===== src/rtl/fp_adder_pkg.sv =====
// Shared FP adder definitions used by the exponent adjust stage.
//   - adjust command encodings (MODE_HOLD / MODE_INC / MODE_DEC, 2'b11 reserved)
//   - exponent width defaults for single and double precision
//   - exp_adj_res_t: one adjusted result (exponent, tag, overflow, underflow)
// exp_adj_res_t fields are sized for the widest supported configuration.
// Users zero-extend into them and slice back down to their own widths.
package fp_adder_pkg;

  localparam logic [1:0] MODE_HOLD = 2'b00;
  localparam logic [1:0] MODE_INC  = 2'b01;
  localparam logic [1:0] MODE_DEC  = 2'b10;

  localparam int EXP_W_SINGLE = 8;
  localparam int EXP_W_DOUBLE = 11;

  // Upper bounds for EXP_W / TAG_W carried inside exp_adj_res_t.
  localparam int EXP_W_MAX = 16;
  localparam int TAG_W_MAX = 16;

  typedef struct packed {
    logic [EXP_W_MAX-1:0] exp;
    logic [TAG_W_MAX-1:0] tag;
    logic                 ovf;
    logic                 udf;
  } exp_adj_res_t;

endpackage


===== src/rtl/exp_adjust_pipe_if.sv =====
// Handshake bundle for exp_adjust_pipe.
// Input side:
//   in_valid, in_ready, in_exp, in_shift, in_mode, in_tag
// Output side:
//   out_valid, out_ready, out_exp, out_tag, out_ovf, out_udf
// Modports:
//   master - the surrounding logic (drives inputs, consumes outputs)
//   slave  - the adjust stage itself
interface exp_adjust_pipe_if #(
  parameter int EXP_W   = 8,
  parameter int SHIFT_W = 5,
  parameter int TAG_W   = 4
);

  logic               in_valid;
  logic               in_ready;
  logic [EXP_W-1:0]   in_exp;
  logic [SHIFT_W-1:0] in_shift;
  logic [1:0]         in_mode;
  logic [TAG_W-1:0]   in_tag;

  logic               out_valid;
  logic               out_ready;
  logic [EXP_W-1:0]   out_exp;
  logic [TAG_W-1:0]   out_tag;
  logic               out_ovf;
  logic               out_udf;

  modport master (
    output in_valid, in_exp, in_shift, in_mode, in_tag, out_ready,
    input  in_ready, out_valid, out_exp, out_tag, out_ovf, out_udf
  );

  modport slave (
    input  in_valid, in_exp, in_shift, in_mode, in_tag, out_ready,
    output in_ready, out_valid, out_exp, out_tag, out_ovf, out_udf
  );

endinterface


===== src/rtl/exp_adjust_calc.sv =====
// Combinational exponent adjust arithmetic and flag logic.
// Ports:
//   in_exp   [EXP_W]   biased exponent
//   in_shift [SHIFT_W] normalisation shift (DEC only)
//   in_mode  [2]       HOLD / INC / DEC, reserved code behaves as HOLD
//   in_tag   [TAG_W]   opaque tag, passed through
//   res                adjusted result (exp_adj_res_t, zero-extended fields)
// Arithmetic runs in EXP_W+1 bits so the carry out of INC is visible.
module exp_adjust_calc
  import fp_adder_pkg::*;
#(
  parameter int EXP_W   = 8,
  parameter int SHIFT_W = 5,
  parameter int TAG_W   = 4
) (
  input  logic [EXP_W-1:0]   in_exp,
  input  logic [SHIFT_W-1:0] in_shift,
  input  logic [1:0]         in_mode,
  input  logic [TAG_W-1:0]   in_tag,
  output exp_adj_res_t       res
);

  localparam int W = EXP_W + 1;
  localparam logic [W-1:0] ALL_ONES_EXT = {1'b0, {EXP_W{1'b1}}};

  logic [W-1:0]     exp_ext;
  logic [W-1:0]     shift_ext;
  logic [W-1:0]     inc_sum;
  logic [EXP_W-1:0] dec_diff;
  logic [EXP_W-1:0] result;
  logic             ovf;
  logic             udf;

  assign exp_ext   = {1'b0, in_exp};
  assign shift_ext = W'(in_shift);
  assign inc_sum   = exp_ext + W'(1);
  assign dec_diff  = EXP_W'(exp_ext - shift_ext);

  always_comb begin
    result = in_exp;
    ovf    = 1'b0;
    udf    = 1'b0;
    case (in_mode)
      MODE_INC: begin
        // Reaching the all-ones code is already overflow (it is the
        // Inf/NaN exponent), so saturate there rather than only on carry.
        if (inc_sum >= ALL_ONES_EXT) begin
          result = {EXP_W{1'b1}};
          ovf    = 1'b1;
        end else begin
          result = inc_sum[EXP_W-1:0];
        end
      end
      MODE_DEC: begin
        // A result of zero or below is the denormal/zero exponent.
        if (exp_ext <= shift_ext) begin
          result = '0;
          udf    = 1'b1;
        end else begin
          result = dec_diff;
        end
      end
      default: result = in_exp;
    endcase
  end

  always_comb begin
    res     = '0;
    res.exp = EXP_W_MAX'(result);
    res.tag = TAG_W_MAX'(in_tag);
    res.ovf = ovf;
    res.udf = udf;
  end

endmodule


===== src/rtl/exp_adjust_pipe.sv =====
// Exponent adjust stage for the FP adder normalisation path.
// Registered output with a one-entry skid buffer: in_ready comes straight
// from the skid-valid flop, so downstream stalls never reach upstream
// combinationally.
// Ports:
//   clk        clock
//   flush      synchronous active-high clear, overrides every handshake
//   bus        exp_adjust_pipe_if.slave (input and output handshakes)
//   ovf_count  [16] saturating count of consumed overflow results  (*)
//   udf_count  [16] saturating count of consumed underflow results (*)
// (*) present only when EXP_ADJ_STATS_EN is defined.
module exp_adjust_pipe
  import fp_adder_pkg::*;
#(
  parameter int EXP_W   = 8,
  parameter int SHIFT_W = 5,
  parameter int TAG_W   = 4
) (
  input  logic              clk,
  input  logic              flush,
  exp_adjust_pipe_if.slave  bus
`ifdef EXP_ADJ_STATS_EN
  ,
  output logic [15:0]       ovf_count,
  output logic [15:0]       udf_count
`endif
);

  exp_adj_res_t calc_res;
  exp_adj_res_t out_reg;
  exp_adj_res_t skid_reg;
  logic         out_valid_reg;
  logic         skid_valid_reg;
  logic         accept;
  logic         consume;
  logic         out_free;

  exp_adjust_calc #(
    .EXP_W   (EXP_W),
    .SHIFT_W (SHIFT_W),
    .TAG_W   (TAG_W)
  ) u_calc (
    .in_exp   (bus.in_exp),
    .in_shift (bus.in_shift),
    .in_mode  (bus.in_mode),
    .in_tag   (bus.in_tag),
    .res      (calc_res)
  );

  assign accept   = bus.in_valid && !skid_valid_reg && !flush;
  assign consume  = out_valid_reg && bus.out_ready;
  // Output register can take a new value this cycle.
  assign out_free = !out_valid_reg || consume;

  always_ff @(posedge clk) begin
    if (flush) begin
      out_valid_reg  <= 1'b0;
      skid_valid_reg <= 1'b0;
      out_reg        <= '0;
      skid_reg       <= '0;
    end else if (out_free) begin
      if (skid_valid_reg) begin
        // Older skid entry goes first; a same-cycle accept refills the skid.
        out_reg       <= skid_reg;
        out_valid_reg <= 1'b1;
        if (accept) begin
          skid_reg <= calc_res;
        end else begin
          skid_valid_reg <= 1'b0;
        end
      end else if (accept) begin
        out_reg       <= calc_res;
        out_valid_reg <= 1'b1;
      end else begin
        out_valid_reg <= 1'b0;
      end
    end else if (accept) begin
      // Output stalled: park the new result in the skid.
      skid_reg       <= calc_res;
      skid_valid_reg <= 1'b1;
    end
  end

  assign bus.in_ready  = !skid_valid_reg;
  assign bus.out_valid = out_valid_reg;
  assign bus.out_exp   = out_reg.exp[EXP_W-1:0];
  assign bus.out_tag   = out_reg.tag[TAG_W-1:0];
  assign bus.out_ovf   = out_reg.ovf;
  assign bus.out_udf   = out_reg.udf;

  // Upper bits of the package-wide struct are always zero here.
  logic unused_res_bits;
  assign unused_res_bits = ^{out_reg.exp, out_reg.tag};

`ifdef EXP_ADJ_STATS_EN
  logic [15:0] ovf_count_reg;
  logic [15:0] udf_count_reg;

  always_ff @(posedge clk) begin
    if (flush) begin
      ovf_count_reg <= '0;
      udf_count_reg <= '0;
    end else if (consume) begin
      if (out_reg.ovf && ovf_count_reg != 16'hFFFF) begin
        ovf_count_reg <= ovf_count_reg + 16'd1;
      end
      if (out_reg.udf && udf_count_reg != 16'hFFFF) begin
        udf_count_reg <= udf_count_reg + 16'd1;
      end
    end
  end

  assign ovf_count = ovf_count_reg;
  assign udf_count = udf_count_reg;
`endif

endmodule

===== src/flat_wrapper.sv =====
// flat-port wrapper written by rule: the top's interface ports become plain ports
module exp_adjust_pipe_flat import fp_adder_pkg::*;
#(
  parameter int EXP_W   = 8,
  parameter int SHIFT_W = 5,
  parameter int TAG_W   = 4
)
  (clk, flush, bus_in_valid, bus_in_exp, bus_in_shift, bus_in_mode, bus_in_tag, bus_out_ready, bus_in_ready, bus_out_valid, bus_out_exp, bus_out_tag, bus_out_ovf, bus_out_udf);
  exp_adjust_pipe_if #(.EXP_W(EXP_W), .SHIFT_W(SHIFT_W), .TAG_W(TAG_W)) bus_i ();
  input  logic clk;
  input  logic flush;
  input wire logic [$bits(bus_i.in_valid)-1:0] bus_in_valid;
  input wire logic [$bits(bus_i.in_exp)-1:0] bus_in_exp;
  input wire logic [$bits(bus_i.in_shift)-1:0] bus_in_shift;
  input wire logic [$bits(bus_i.in_mode)-1:0] bus_in_mode;
  input wire logic [$bits(bus_i.in_tag)-1:0] bus_in_tag;
  input wire logic [$bits(bus_i.out_ready)-1:0] bus_out_ready;
  output wire logic [$bits(bus_i.in_ready)-1:0] bus_in_ready;
  output wire logic [$bits(bus_i.out_valid)-1:0] bus_out_valid;
  output wire logic [$bits(bus_i.out_exp)-1:0] bus_out_exp;
  output wire logic [$bits(bus_i.out_tag)-1:0] bus_out_tag;
  output wire logic [$bits(bus_i.out_ovf)-1:0] bus_out_ovf;
  output wire logic [$bits(bus_i.out_udf)-1:0] bus_out_udf;
  assign bus_i.in_valid = bus_in_valid;
  assign bus_i.in_exp = bus_in_exp;
  assign bus_i.in_shift = bus_in_shift;
  assign bus_i.in_mode = bus_in_mode;
  assign bus_i.in_tag = bus_in_tag;
  assign bus_i.out_ready = bus_out_ready;
  assign bus_in_ready = bus_i.in_ready;
  assign bus_out_valid = bus_i.out_valid;
  assign bus_out_exp = bus_i.out_exp;
  assign bus_out_tag = bus_i.out_tag;
  assign bus_out_ovf = bus_i.out_ovf;
  assign bus_out_udf = bus_i.out_udf;
  exp_adjust_pipe #(.EXP_W(EXP_W), .SHIFT_W(SHIFT_W), .TAG_W(TAG_W)) u_core (.clk(clk), .flush(flush), .bus(bus_i));
endmodule

===== config.mk =====
export PLATFORM = sky130hd
export DESIGN_NAME = exp_adjust_pipe_flat
export DESIGN_NICKNAME = d
export VERILOG_FILES = /design/src/rtl/fp_adder_pkg.sv /design/src/rtl/exp_adjust_pipe_if.sv /design/src/rtl/exp_adjust_calc.sv /design/src/rtl/exp_adjust_pipe.sv /design/src/flat_wrapper.sv
export SDC_FILE = /design/constraint.sdc
export NUM_CORES = 1
export LEC_CHECK = 0
export ABC_CLOCK_PERIOD_IN_PS = 6500
export CAP_MARGIN = 20
export CORE_MARGIN = 2
export CORE_UTILIZATION = 51
export DETAILED_ROUTE_END_ITERATION = 8
export MAX_ROUTING_LAYER = met4
export PLACE_DENSITY = 0.82
export REMOVE_ABC_BUFFERS = 1
export SLEW_MARGIN = 20
export SYNTH_ARGS = -nofsm -noshare
export SYNTH_HDL_FRONTEND = slang
export SYNTH_SLANG_ARGS = --single-unit

===== constraint.sdc =====
create_clock -name clk -period 6.5 [get_ports clk]
set_input_delay 1.95 -clock clk [delete_from_list [all_inputs] [get_ports clk]]
set_output_delay 1.95 -clock clk [all_outputs]
set_load 0.03 [all_outputs]

==> impl_metrics.toml <==
[detailed_routing]
ant_nets = 0
dr.first_iter.drc_count = 129
dr_total_vias = 1840
drt-total-wl_um = 4446
first_pass_iters = 4
drt-vias-per-instance = 5.841
wl_per_cell_um = 14.11
drc_errors = 0

[place]
placed_cell_area_um2 = 2233
gp_congestion = 0.9438
dp_hpwl_um = 3238
io_buffers = 38

[synth]
synth_most_common_cell = "dfxtp_1"
synth_cell_types = 50
ys_top_cells_by_count = "dfxtp_1 (30), nand2_1 (22), a21oi_1 (19), nor2_1 (18), o21ai_0 (16)"
synth_top_area_share_pct = 31.96
synth_edf_count = 0
postSynthCellCount = 237
netlist_top_cells_area = "dfxtp_1 (32%), ha_1 (6.0%), a21oi_1 (5.1%)"
synthFlopType = "dfxtp_1"
ys_ff_latch = 30
syn_area_per_cell_um2 = 7.930
synth_seq_area_share_pct = 31.96
synth_area_um2 = 1879
async_flop_share_pct = 0
synth_largest_area_cell = "dfxtp_1"
synth_warnings = 0

[min_path]
holdPathStages = 2
hold_end = "u_core.skid_reg[5]"
hp-class = "flop to flop"
hold_path_startpoint = "u_core.skid_reg[5]"

[floorplanning]
die_w_um = 64.71
fp.dieArea_um2 = 4187
rows = 22
num_io_pins = 39
start_util_pct = 52.12
design.core.area_um2 = 3606
dieHeight_um = 64.71

[sta]
fin_worst_skew_ns = 0.003822
period_needed_ns = 4.276
final_hold_viol_count = 0
finalSetupTns_ns = 0
tightest_slew_ns = 0.9574
rsz0062_at_grt = "no"
holdWs_ns = 0.4544
slew_viol_final = 0
period_share_pct = 65.78
fmax_mhz = 233.9
setup_viol = 0
relSlewSlack_pct = 35.68

[run]
cap_violations = 0

[finish]
diodes = 0
largest_reg_flops = 14
drive_above_1_share_pct = 4.869
final_net_count = 300
final_area_um2 = 2312
area_growth_pct = 23.04

[run_status]
status = "finished clean"

[setup_path]
cp_data_required_time_ns = 6.71
worstSetupPathType = "input pin to flop"
crit_path_start_kind = "input pin"
end_kind = "flop"
worst-path-max-fanout = 8
r2r_cells = 5
r2r-end = "u_core.bus.out_exp[7]"
cp.arrival_ns = 4.49
rr_startpoint = "u_core.skid_valid_reg"
r2r_setup_slack_ns = 4.05

[global_routing]
grt_max_degree = 22
grt_first_pass_wirelength_um = 7245
antenna_found_initial = 0
first_global_vias = 1607
grt_overflow_total = 0
grt_usage_pct = 22.69

[clocking]
cts_tree = "yes"
clk_pin_slew_worst_paths_ns = 0.06
cts_made_buffers = 5
cts_resized = 0
cts_max_path_buffers = 2
post_cts_buffers = 0
clk_root_buffer_cell = "clkbuf_8"
cts.htree.levels = 2
clock_sinks = 30
cts_hold_buf = 0
clk_latency_ns = 0.28

[power]
powerDensity_nw_per_um2 = 199.8
power.leakage_nw = 0.8393
irDropWorstVdd_v = 0.00009306
-- power breakdown --
group          switching (mW)  total [mW]  internal, mW
logic                  0.0714       0.125        0.0533
clock network          0.0667       0.138        0.0716
registers             0.00531       0.199         0.194
-- final cells by class --
cell class / instances / area (um^2)
clock buffers: 5 / 68.82
inverters: 13 / 48.80
multi-input cells: 179 / 1144
well taps: 48 / 60.06
clock inverters: 2 / 10.01
repair buffers: 38 / 380.4
fillers: 334 / 1294
flip-flops and latches: 30 / 600.6
-- placed cells by master (no fill, tap or decap), types with 6 or more instances in the layout --
master	instances
dfxtp_1	30
o21ai_0	16
inv_1	12
or3_1	6
nand2_1	22
clkdlybuf4s50_1	38
a211oi_1	9
a21oi_1	19
nand3_1	13
nor2_1	18
ha_1	9
-- how the worst max path moves through the flow --
stage / start / to / slack, ns / cells past startpoint
2_1_floorplan: bus_in_exp[0] / u_core.bus.out_exp[0] / 2.90 / 8
3_3_place_gp: bus_in_exp[1] / u_core.bus.out_exp[0] / 1.99 / 8
3_5_place_dp: bus_in_exp[1] / u_core.bus.out_exp[0] / 1.96 / 8
4_1_cts: bus_in_exp[1] / u_core.bus.out_exp[0] / 2.25 / 8
5_1_grt: bus_in_exp[1] / u_core.bus.out_exp[4] / 2.10 / 8
6_report: bus_in_exp[1] / u_core.bus.out_exp[0] / 2.22 / 8
-- worst max-delay path, cell delays in order --
cell and delay [ns]:
clkdlybuf4s50_1 0.66, ha_1 0.33, nand3_1 0.20, a21boi_0 0.18, or4_4 0.49, o211a_1 0.19, or3_1 0.37, a21oi_2 0.12
-- kinds of logic (layout without fill, tap and decap cells) --
kind of cell | count (synthesis) | in the layout | synth area share, %
simple gates | 83 | 83 | 22.44
compound gates | 78 | 78 | 27.36
flops | 30 | 30 | 31.96
buf+inv | 28 | 58 | 7.190
fa+ha+maj | 10 | 10 | 7.057
xor+xnor | 4 | 4 | 1.865
mux | 4 | 4 | 2.131
-- routing by layer --
layer / up-vias / wire [um] / track usage, %
met4: 0 / 85 / 8.245
met1: 833 / 1982 / 28.31
met3: 10 / 260 / 4.340
li1: 935 / - / -
met5: - / 0 / -
met2: 62 / 2118 / 36.60
-- metrics by stage --
step	worst slack [ns]	power, mW	utilization (%)	instances
final	2.224	0.4620	64.12	315
after global routing	2.097	0.4869	64.12	315
after CTS	2.249	0.4640	64.12	315
after detailed placement	1.964	0.3266	61.94	308
after global placement	1.991	0.3249	61.94	308
after floorplan	2.896	0.2764	-	222
Note: power is estimated with default switching activity, not from simulation.
